$ cat src/rtl/btn_conditioner.sv
// rtl/btn_conditioner.sv - per-button synchronizer, debouncer and press/release edge pulses
// Optional auto-repeat of btn_press while held: define BTN_AUTO_REPEAT_EN.
module btn_conditioner #(
  parameter int N_BTN           = 5,
  parameter int DEBOUNCE_CYCLES = 1_000_000,
  parameter int REPEAT_DELAY    = 50_000_000,
  parameter int REPEAT_PERIOD   = 10_000_000
) (
  input  logic             clk,
  input  logic             rst_n,
  input  logic [N_BTN-1:0] btn_raw,
  output logic [N_BTN-1:0] btn_level,
  output logic [N_BTN-1:0] btn_press,
  output logic [N_BTN-1:0] btn_release
);

  localparam int CW = $clog2(DEBOUNCE_CYCLES);
  localparam logic [CW-1:0] CNT_MAX = CW'(DEBOUNCE_CYCLES - 1);

  logic [N_BTN-1:0] s1_q, s2_q;
  logic [N_BTN-1:0] level_q, level_d;
  logic [N_BTN-1:0] press_q, press_d;
  logic [N_BTN-1:0] release_q, release_d;
  logic [N_BTN-1:0] accept;
  logic [CW-1:0]    cnt_q [N_BTN];
  logic [CW-1:0]    cnt_d [N_BTN];

`ifdef BTN_AUTO_REPEAT_EN
  localparam int HW = $clog2(REPEAT_DELAY + 1);
  localparam logic [HW-1:0] HOLD_FIRE   = HW'(REPEAT_DELAY - 1);
  localparam logic [HW-1:0] HOLD_RELOAD = HW'(REPEAT_DELAY - REPEAT_PERIOD);

  logic [HW-1:0] hold_q [N_BTN];
  logic [HW-1:0] hold_d [N_BTN];
`endif

  always_comb begin
    for (int i = 0; i < N_BTN; i++) begin
      accept[i]    = 1'b0;
      cnt_d[i]     = '0;
      if (s2_q[i] != level_q[i]) begin
        if (cnt_q[i] == CNT_MAX) begin
          accept[i] = 1'b1;
        end else begin
          cnt_d[i] = cnt_q[i] + 1'b1;
        end
      end
      level_d[i]   = accept[i] ? s2_q[i] : level_q[i];
      press_d[i]   = accept[i] & s2_q[i];
      release_d[i] = accept[i] & ~s2_q[i];
`ifdef BTN_AUTO_REPEAT_EN
      // An accepted edge (either direction) takes priority, so a repeat never lands on a release.
      hold_d[i] = '0;
      if (level_q[i] && !accept[i]) begin
        if (hold_q[i] == HOLD_FIRE) begin
          press_d[i] = 1'b1;
          hold_d[i]  = HOLD_RELOAD;
        end else begin
          hold_d[i]  = hold_q[i] + 1'b1;
        end
      end
`endif
    end
  end

  always_ff @(posedge clk or negedge rst_n) begin
    if (!rst_n) begin
      s1_q      <= '0;
      s2_q      <= '0;
      level_q   <= '0;
      press_q   <= '0;
      release_q <= '0;
      for (int i = 0; i < N_BTN; i++) begin
        cnt_q[i] <= '0;
`ifdef BTN_AUTO_REPEAT_EN
        hold_q[i] <= '0;
`endif
      end
    end else begin
      s1_q      <= btn_raw;
      s2_q      <= s1_q;
      level_q   <= level_d;
      press_q   <= press_d;
      release_q <= release_d;
      for (int i = 0; i < N_BTN; i++) begin
        cnt_q[i] <= cnt_d[i];
`ifdef BTN_AUTO_REPEAT_EN
        hold_q[i] <= hold_d[i];
`endif
      end
    end
  end

  assign btn_level   = level_q;
  assign btn_press   = press_q;
  assign btn_release = release_q;

endmodule

$ cat config.mk
export PLATFORM = sky130hd
export DESIGN_NAME = btn_conditioner
export DESIGN_NICKNAME = d
export VERILOG_FILES = /design/src/rtl/btn_conditioner.sv
export SDC_FILE = /design/constraint.sdc
export NUM_CORES = 1
export LEC_CHECK = 0
export BUFFER_PORTS_ARGS = -buffer_cell sky130_fd_sc_hd__buf_4
export CAP_MARGIN = 15
export CORE_ASPECT_RATIO = 1.25
export CORE_UTILIZATION = 60
export DETAILED_ROUTE_END_ITERATION = 12
export PLACE_DENSITY = 0.89
export SYNTH_ARGS = -nofsm -noshare
export SYNTH_HDL_FRONTEND = slang
export SYNTH_SLANG_ARGS = --single-unit
export TNS_END_PERCENT = 5
$ cat constraint.sdc
create_clock -name clk -period 2.21 [get_ports clk]
set_input_delay 0.1105 -clock clk [delete_from_list [all_inputs] [get_ports clk]]
set_output_delay 0.1105 -clock clk [all_outputs]
set_load 0.05 [all_outputs]
==> results of run 1 <==
[cell usage in the layout, fill, tap and decap left out, types with 19 or more instances in the layout]
master and n:
sky130_fd_sc_hd__a21oi_1 29, sky130_fd_sc_hd__buf_4 31, sky130_fd_sc_hd__dfrtp_1 125, sky130_fd_sc_hd__inv_1 19, sky130_fd_sc_hd__nand2_1 30, sky130_fd_sc_hd__nand3_1 36, sky130_fd_sc_hd__nor2_1 72, sky130_fd_sc_hd__o21ai_0 22
sky130_fd_sc_hd__or3_1 22, sky130_fd_sc_hd__xnor2_1 37, sky130_fd_sc_hd__xor2_1 24
[synthesized netlist by cell type (3+ instances only)]
cell type | instances | area [um^2]
sky130_fd_sc_hd__and2_1 | 5 | 31.3
sky130_fd_sc_hd__nor2_1 | 72 | 270
sky130_fd_sc_hd__nor4b_1 | 3 | 26.3
sky130_fd_sc_hd__nand4_1 | 17 | 106
sky130_fd_sc_hd__mux2_2 | 5 | 56.3
sky130_fd_sc_hd__dfrtp_1 | 125 | 3130
sky130_fd_sc_hd__o21ai_0 | 22 | 110
sky130_fd_sc_hd__nor3b_1 | 11 | 82.6
sky130_fd_sc_hd__nand2b_1 | 3 | 18.8
sky130_fd_sc_hd__and3_1 | 10 | 62.6
sky130_fd_sc_hd__buf_2 | 5 | 25.0
sky130_fd_sc_hd__xor2_1 | 24 | 210
sky130_fd_sc_hd__clkbuf_1 | 9 | 33.8
sky130_fd_sc_hd__ha_1 | 5 | 62.6
sky130_fd_sc_hd__xnor2_1 | 37 | 324
sky130_fd_sc_hd__nand2_1 | 30 | 113
sky130_fd_sc_hd__or3_1 | 22 | 138
sky130_fd_sc_hd__nor3_1 | 15 | 75.1
sky130_fd_sc_hd__mux2i_1 | 3 | 30.0
sky130_fd_sc_hd__inv_1 | 19 | 71.3
sky130_fd_sc_hd__nand3_1 | 36 | 180
sky130_fd_sc_hd__or4_1 | 19 | 143
sky130_fd_sc_hd__a21oi_1 | 29 | 145
sky130_fd_sc_hd__nor4_1 | 13 | 81.3
sky130_fd_sc_hd__o31ai_1 | 8 | 60.1
sky130_fd_sc_hd__or2_2 | 3 | 18.8
[routing by layer]
layer  global-route usage  part of all wire
met1                0.302              0.41
met2                0.468              0.54
met3               0.0589             0.041
met4               0.0946             0.017
met5                    0                 0
[power breakdown]
group	internal, W	switching [W]
registers	0.00232	0.0000366
logic	0.0000561	0.0000990
clock network	0.00190	0.000970
total	0.00428	0.00111
[logic make-up (layout without fill, tap and decap cells)]
family,Yosys count,after routing
fa+ha+maj,5,5
simple gates,273,273
mux,8,8
compound gates,68,68
buf+inv,33,88
xor+xnor,61,61
flops,125,125
[through the flow]
stage / power (W) / std cells / hold WS, ps / utilization / worst slack (ps)
floorplan: 0.00245 / 573 / -185 / - / 200
global placement: 0.00253 / 714 / 115 / 0.665 / 147
detailed placement: 0.00254 / 714 / 122 / 0.665 / 11.0
CTS: 0.00541 / 751 / 246 / 0.738 / 11.0
global route: 0.00554 / 751 / 288 / 0.741 / 1.78
finish: 0.00538 / 751 / 238 / 0.741 / 32.3
[worst paths after layout]
kind,from,end,slack [ps],cells past startpoint
max,cnt_q[86]$_DFF_PN0_,btn_level[0]$_DFFE_PN0P_,30,4
min,rst_n,cnt_q[55]$_DFF_PN0_,240,2
max reg2reg,cnt_q[86]$_DFF_PN0_,btn_level[0]$_DFFE_PN0P_,30,4
min reg2reg,s1_q[2]$_DFF_PN0_,s2_q[2]$_DFF_PN0_,350,0
max in group asynchronous,rst_n,cnt_q[98]$_DFF_PN0_,1270,3
min in group clk,s1_q[2]$_DFF_PN0_,s2_q[2]$_DFF_PN0_,350,0
[state kept, by name, indices dropped and copies added, names as in the netlist]
name / cells
s2_q: 5
btn_press: 5
cnt_q: 100
btn_level: 5
btn_release: 5
s1_q: 5
[repair_timing]
action / CTS / global route
hold buffers: 6 / 0
gates resized for setup: 1 / 5
endpoints found under the setup margin: 1 / 21
endpoints found under the hold margin: 42 / 0
pin swaps: 1 / 0
[layout make-up]
class	instances	area, um^2
timing repair buffer	38	313
clock buffer	19	443
fill	621	2400
multi-input combinational	415	2590
inverter	19	71.3
tap	123	154
clock inverter	12	170
sequential	125	3130
==> results.sh, run 1 <==
export IMPL_fmax_mhz=459
export IMPL_post_route_period_util=0.985
export IMPL_globalRouteOverflowTotal=0
export IMPL_worstPathRequired_ps=2500
export IMPL_track_usage=0.259
export IMPL_cts_max_path_buffers=2
export IMPL_synth_compound_gate_area_share=0.0686
export IMPL_antenna_diode_count=0
export IMPL_cp_cell_sequence="or4b_2, nor4_1, nand3_1, mux2_2"
export IMPL_final_antenna_net_count=0
export IMPL_period_minus_slack_ps=2180
export IMPL_die_h_um=112
export IMPL_synth_xor_area_frac=0.0919
export IMPL_cts_post_setup_buffers_inserted=0
export IMPL_final_report_hold_violation_count=0
export IMPL_syn_inst=573
export IMPL_clock_buffer_count_from_cts=17
export IMPL_timing_critical_path_slowest_stage_cell="sky130_fd_sc_hd__or4b_2"
export IMPL_critical_path_peak_fanout=5
export IMPL_num_vias=4563
export IMPL_finalWeightedCongestion=0.819
export IMPL_die_width_um=90.0
export IMPL_layout_area_overhead_vs_synth_pct=18.1
export IMPL_synth_top_family_by_area="simple AND/OR/NAND/NOR gates"
export IMPL_final_nets=628
export IMPL_cts_reportedPaths_clkPinSlew_ps=50
export IMPL_ctsRootBufferMaster="sky130_fd_sc_hd__clkbuf_16"
export IMPL_run_status="completed"
export IMPL_die_area_um2=10100
export IMPL_multiplexer_fraction_of_the_synthesized_cell_area=0.0148
export IMPL_cp_top_family="simple AND/OR/NAND/NOR gates"
export IMPL_max_slew_margin_rel=0.531
export IMPL_num_io_pins=22
export IMPL_drt_wirelength_mm=12.2
export IMPL_worst_ep_arrival_time_ps=2470
export IMPL_synth_seq_area_share=0.538
export IMPL_ys_ff_latch=125
export IMPL_drv_slew=0
export IMPL_wire_length_of_the_first_global_routing_pass_mm=20.8
export IMPL_fin_setup_tns_ps=0
export IMPL_hpwlAfterDp_mm=7.54
export IMPL_yosys_cell_types_count=42
export IMPL_setup_viol=0
export IMPL_netlist_area_um2=5810
export IMPL_setup_worst_path_class="reg2reg"
export IMPL_detailedRoute_firstIterationViolations=269
export IMPL_worstSkewPairLatency_ps=410
export IMPL_buffer_ports_inserted=21
export IMPL_route_detailed_wl_per_inst_um=16.2
export IMPL_startpoint_type="flop"
export IMPL_number_of_sinks_handled_by_clock_tree_synthesis=125
export IMPL_initial_utilization=0.627
export IMPL_synth_simple_gate_area_share=0.253
export IMPL_avgSynthCellArea_um2=10.1
export IMPL_crit_path_end_kind="flop"
export IMPL_synthesis_nets=585
export IMPL_antenna_found_initial=0
export IMPL_rsz0062_at_grt="false"
export IMPL_fin_worst_skew_ps=5.05
export IMPL_detailedRoute_firstPassIterationCount=5
export IMPL_synth_enable_flop_cells=0
export IMPL_cellPowerDensity_nw_per_um2=784
export IMPL_p_leak_nw=2.79
export IMPL_cts_max_level=4
export IMPL_rows=39
export IMPL_synth_top_flop_cell="sky130_fd_sc_hd__dfrtp_1"
export IMPL_final_layout_size_suffix_gt1_frac=0.134
export IMPL_max_cap_violations=0
export IMPL_via_count_of_the_first_global_routing_pass=4562
export IMPL_synth_adder_area_share=0.0108
export IMPL_vdd_drop_max_mv=0.557
export IMPL_critPathBufInv=0
export IMPL_synthArstFlopShare=1.00
export IMPL_crit_path_max_incr_delay_ps=650
export IMPL_min_path_type="in2async"
export IMPL_grt_start_max_net_pins=50
export IMPL_placed_cell_area_um2=6160
export IMPL_drc_errors=0
export IMPL_yosys_warn_count=0
export IMPL_vias_per_cell=6.08
export IMPL_core_area_um2=9270
export IMPL_worst_pin_slew_ps=697
export IMPL_finish_instance_area_um2=6870
export IMPL_tritoncts="done"
No activity file was read; power rests on OpenSTA's default activity.
==> inputs of run 2 (changes only) <==
Settings changed: CORE_UTILIZATION 60 to 25, PLACE_DENSITY 0.89 to 0.5.
==> run 2 against run 1 <==
Net effect:
- the flow now finishes with violations (design-rule violations)
- final area up 4.1%
- register-to-register slack better by 50 ps
- first-iteration DRC count is 22% lower
- largest power group unchanged
- critical path depth rose by 1
- setup slack better by 53 ps
- core utilization is 43 points lower
- critical endpoint is now cnt_q[99]$_DFF_PN0_
- largest cell class unchanged
- total power is 3.3% lower
- count of clock-buffer cells in the layout decreased by 1
==> results.sh, run 2 (synthesis gave the netlist of run 1 again) <==
export IMPL_run_status="finished, violations left"
export IMPL_failed_checks="design-rule violations"
export IMPL_die_h_um=173
export IMPL_route_detailed_wl_per_inst_um=12.4
export IMPL_postCtsHoldBufs=6
export IMPL_die_width_um=138
export IMPL_track_usage=0.105
export IMPL_rsz0062_at_grt="false"
export IMPL_power_clock_fraction=0.515
export IMPL_initial_utilization=0.254
export IMPL_whs_ps=211
export IMPL_startpoint_type="flop"
export IMPL_drc_errors=6
export IMPL_via_count_of_the_first_global_routing_pass=4287
export IMPL_cts_post_setup_buffers_inserted=0
export IMPL_period_minus_slack_ps=2120
export IMPL_number_of_sinks_handled_by_clock_tree_synthesis=125
export IMPL_grt_start_max_net_pins=50
export IMPL_setup_viol=0
export IMPL_wire_length_of_the_first_global_routing_pass_mm=20.4
export IMPL_buffer_ports_inserted=21
export IMPL_cts_max_path_buffers=2
export IMPL_crit_path_end_kind="flop"
export IMPL_power_combinational_fraction=0.032
export IMPL_p_leak_nw=2.85
export IMPL_fin_worst_skew_ps=6.70
export IMPL_fmax_mhz=471
export IMPL_globalRouteOverflowTotal=0
export IMPL_r2r_start="cnt_q[88]$_DFF_PN0_"
export IMPL_detailedRoute_firstIterationViolations=210
export IMPL_ctsRootBufferMaster="sky130_fd_sc_hd__clkbuf_16"
export IMPL_final_seq_area_um2=3130
export IMPL_power_report_internal_total_w=0.00398
export IMPL_post_route_util=0.313
export IMPL_final_antenna_net_count=0
export IMPL_worst_r2r_endpoint="cnt_q[99]$_DFF_PN0_"
export IMPL_vdd_drop_max_mv=0.424
export IMPL_placed_cells=897
export IMPL_worst_pin_slew_ps=545
export IMPL_rrSetupSlack_ps=90
export IMPL_max_slew_margin_rel=0.633
export IMPL_power_share_switching=0.236
export IMPL_post_route_period_util=0.961
export IMPL_share_seq_of_total_power=0.452
export IMPL_finish_instance_area_um2=7150
export IMPL_final_nets=646
export IMPL_drt_wirelength_mm=11.6
export IMPL_flip_flop_count_of_the_largest_register_after_layout=100
export IMPL_p_sw_w=0.00123
export IMPL_cts_reportedPaths_clkPinSlew_ps=60
export IMPL_finalWeightedCongestion=0.730
export IMPL_min_path_type="in2async"
export IMPL_placed_cell_area_um2=6520
export IMPL_num_vias=4273
export IMPL_clock_buffer_count_from_cts=17
export IMPL_setup_worst_path_class="reg2reg"
export IMPL_antenna_found_initial=0
export IMPL_rows=62
export IMPL_worstPathRequired_ps=2500
export IMPL_max_cap_violations=0
export IMPL_die_area_um2=23900
export IMPL_final_fill_count=2342
export IMPL_layoutNonFillerInstCount=935
export IMPL_cts_max_level=4
export IMPL_antenna_diode_count=0
export IMPL_rr_worst_depth=5
export IMPL_cellPowerDensity_nw_per_um2=728
export IMPL_tritoncts="done"
export IMPL_drv_slew=0
export IMPL_core_area_um2=22900
export IMPL_critical_path_peak_fanout=13
export IMPL_final_common_cell="sky130_fd_sc_hd__dfrtp_1"
export IMPL_hpwlAfterDp_mm=7.92
export IMPL_detailedRoute_firstPassIterationCount=8
export IMPL_final_layout_size_suffix_gt1_frac=0.155
export IMPL_final_report_hold_violation_count=0
export IMPL_post_cts_resize_count=0
export IMPL_worstSkewPairLatency_ps=420
export IMPL_mostFrequentLayoutCells="sky130_fd_sc_hd__dfrtp_1, sky130_fd_sc_hd__nor2_1, sky130_fd_sc_hd__buf_4, sky130_fd_sc_hd__xnor2_1, sky130_fd_sc_hd__nand3_1"
export IMPL_layout_area_overhead_vs_synth_pct=23.0
export IMPL_num_io_pins=22
export IMPL_largest_register="cnt_q"
export IMPL_fin_setup_tns_ps=0
export IMPL_worst_ep_arrival_time_ps=2420
export IMPL_combined_area_of_the_multi_input_logic_cells_um2=2560
export IMPL_vias_per_cell=4.57
run 2: changes by cell type in the layout (fill, tap and decap cells not counted), sizes merged:
| cell | previous run | this run |
|---|---|---|
| inv | 19 | 25 |
| clkinvlp | 4 | 5 |
| clkinv | 4 | 2 |
| bufinv | 4 | 1 |
| clkbuf | 19 | 18 |
| buf | 32 | 50 |
run 2: worst max path at each step:
stage | startpoint | endpoint | slack, ps | cells after the start
floorplan | cnt_q[40]$_DFF_PN0_ | cnt_q[58]$_DFF_PN0_ | 200 | 6
global placement | cnt_q[88]$_DFF_PN0_ | cnt_q[97]$_DFF_PN0_ | 150 | 5
detailed placement | cnt_q[88]$_DFF_PN0_ | cnt_q[97]$_DFF_PN0_ | 80 | 5
CTS | cnt_q[88]$_DFF_PN0_ | cnt_q[98]$_DFF_PN0_ | 70 | 5
global route | cnt_q[88]$_DFF_PN0_ | cnt_q[97]$_DFF_PN0_ | 10 | 5
finish | cnt_q[88]$_DFF_PN0_ | cnt_q[99]$_DFF_PN0_ | 90 | 5
run 2: critical path, cell delays in order (launching register included):
cell	delay, ps
sky130_fd_sc_hd__dfrtp_1	390
sky130_fd_sc_hd__or4b_2	670
sky130_fd_sc_hd__nor4_1	410
sky130_fd_sc_hd__a31o_2	320
sky130_fd_sc_hd__buf_12	160
sky130_fd_sc_hd__a21oi_1	50
run 2: per-layer routing:
layer  track usage  routed length [um]  up-vias  share of wire
li1              -                   -     2168              -
met1         0.133                5690     2045           0.49
met2         0.168                5380       45           0.46
met3        0.0217                 293       15          0.025
met4        0.0557                 220        0          0.019
met5             0                   0        -              0
run 2: layout make-up:
class	instances	share of cell area
flip-flops and latches	125	0.437
repair buffers	56	0.0649
clock buffers	18	0.0614
inverters	19	0.00997
multi-input cells	415	0.357
clock inverters	14	0.0187
well taps	288	0.0504
run 2: through the flow:
| step | setup WS, ps | total power (W) |
|---|---|---|
| detailed placement | 80.2 | 0.00256 |
| floorplan | 200 | 0.00245 |
| global route | 14.7 | 0.00542 |
| finish | 85.8 | 0.00521 |
| global placement | 148 | 0.00256 |
| CTS | 66.5 | 0.00530 |
run 2: power by group through the flow:
stage | combinational [W] | clock, W | sequential, W
floorplan | 0.0000651 | 0 | 0.00239
global placement | 0.000167 | 0 | 0.00240
detailed placement | 0.000167 | 0 | 0.00240
CTS | 0.000176 | 0.00277 | 0.00236
global route | 0.000196 | 0.00286 | 0.00236
finish | 0.000167 | 0.00268 | 0.00236
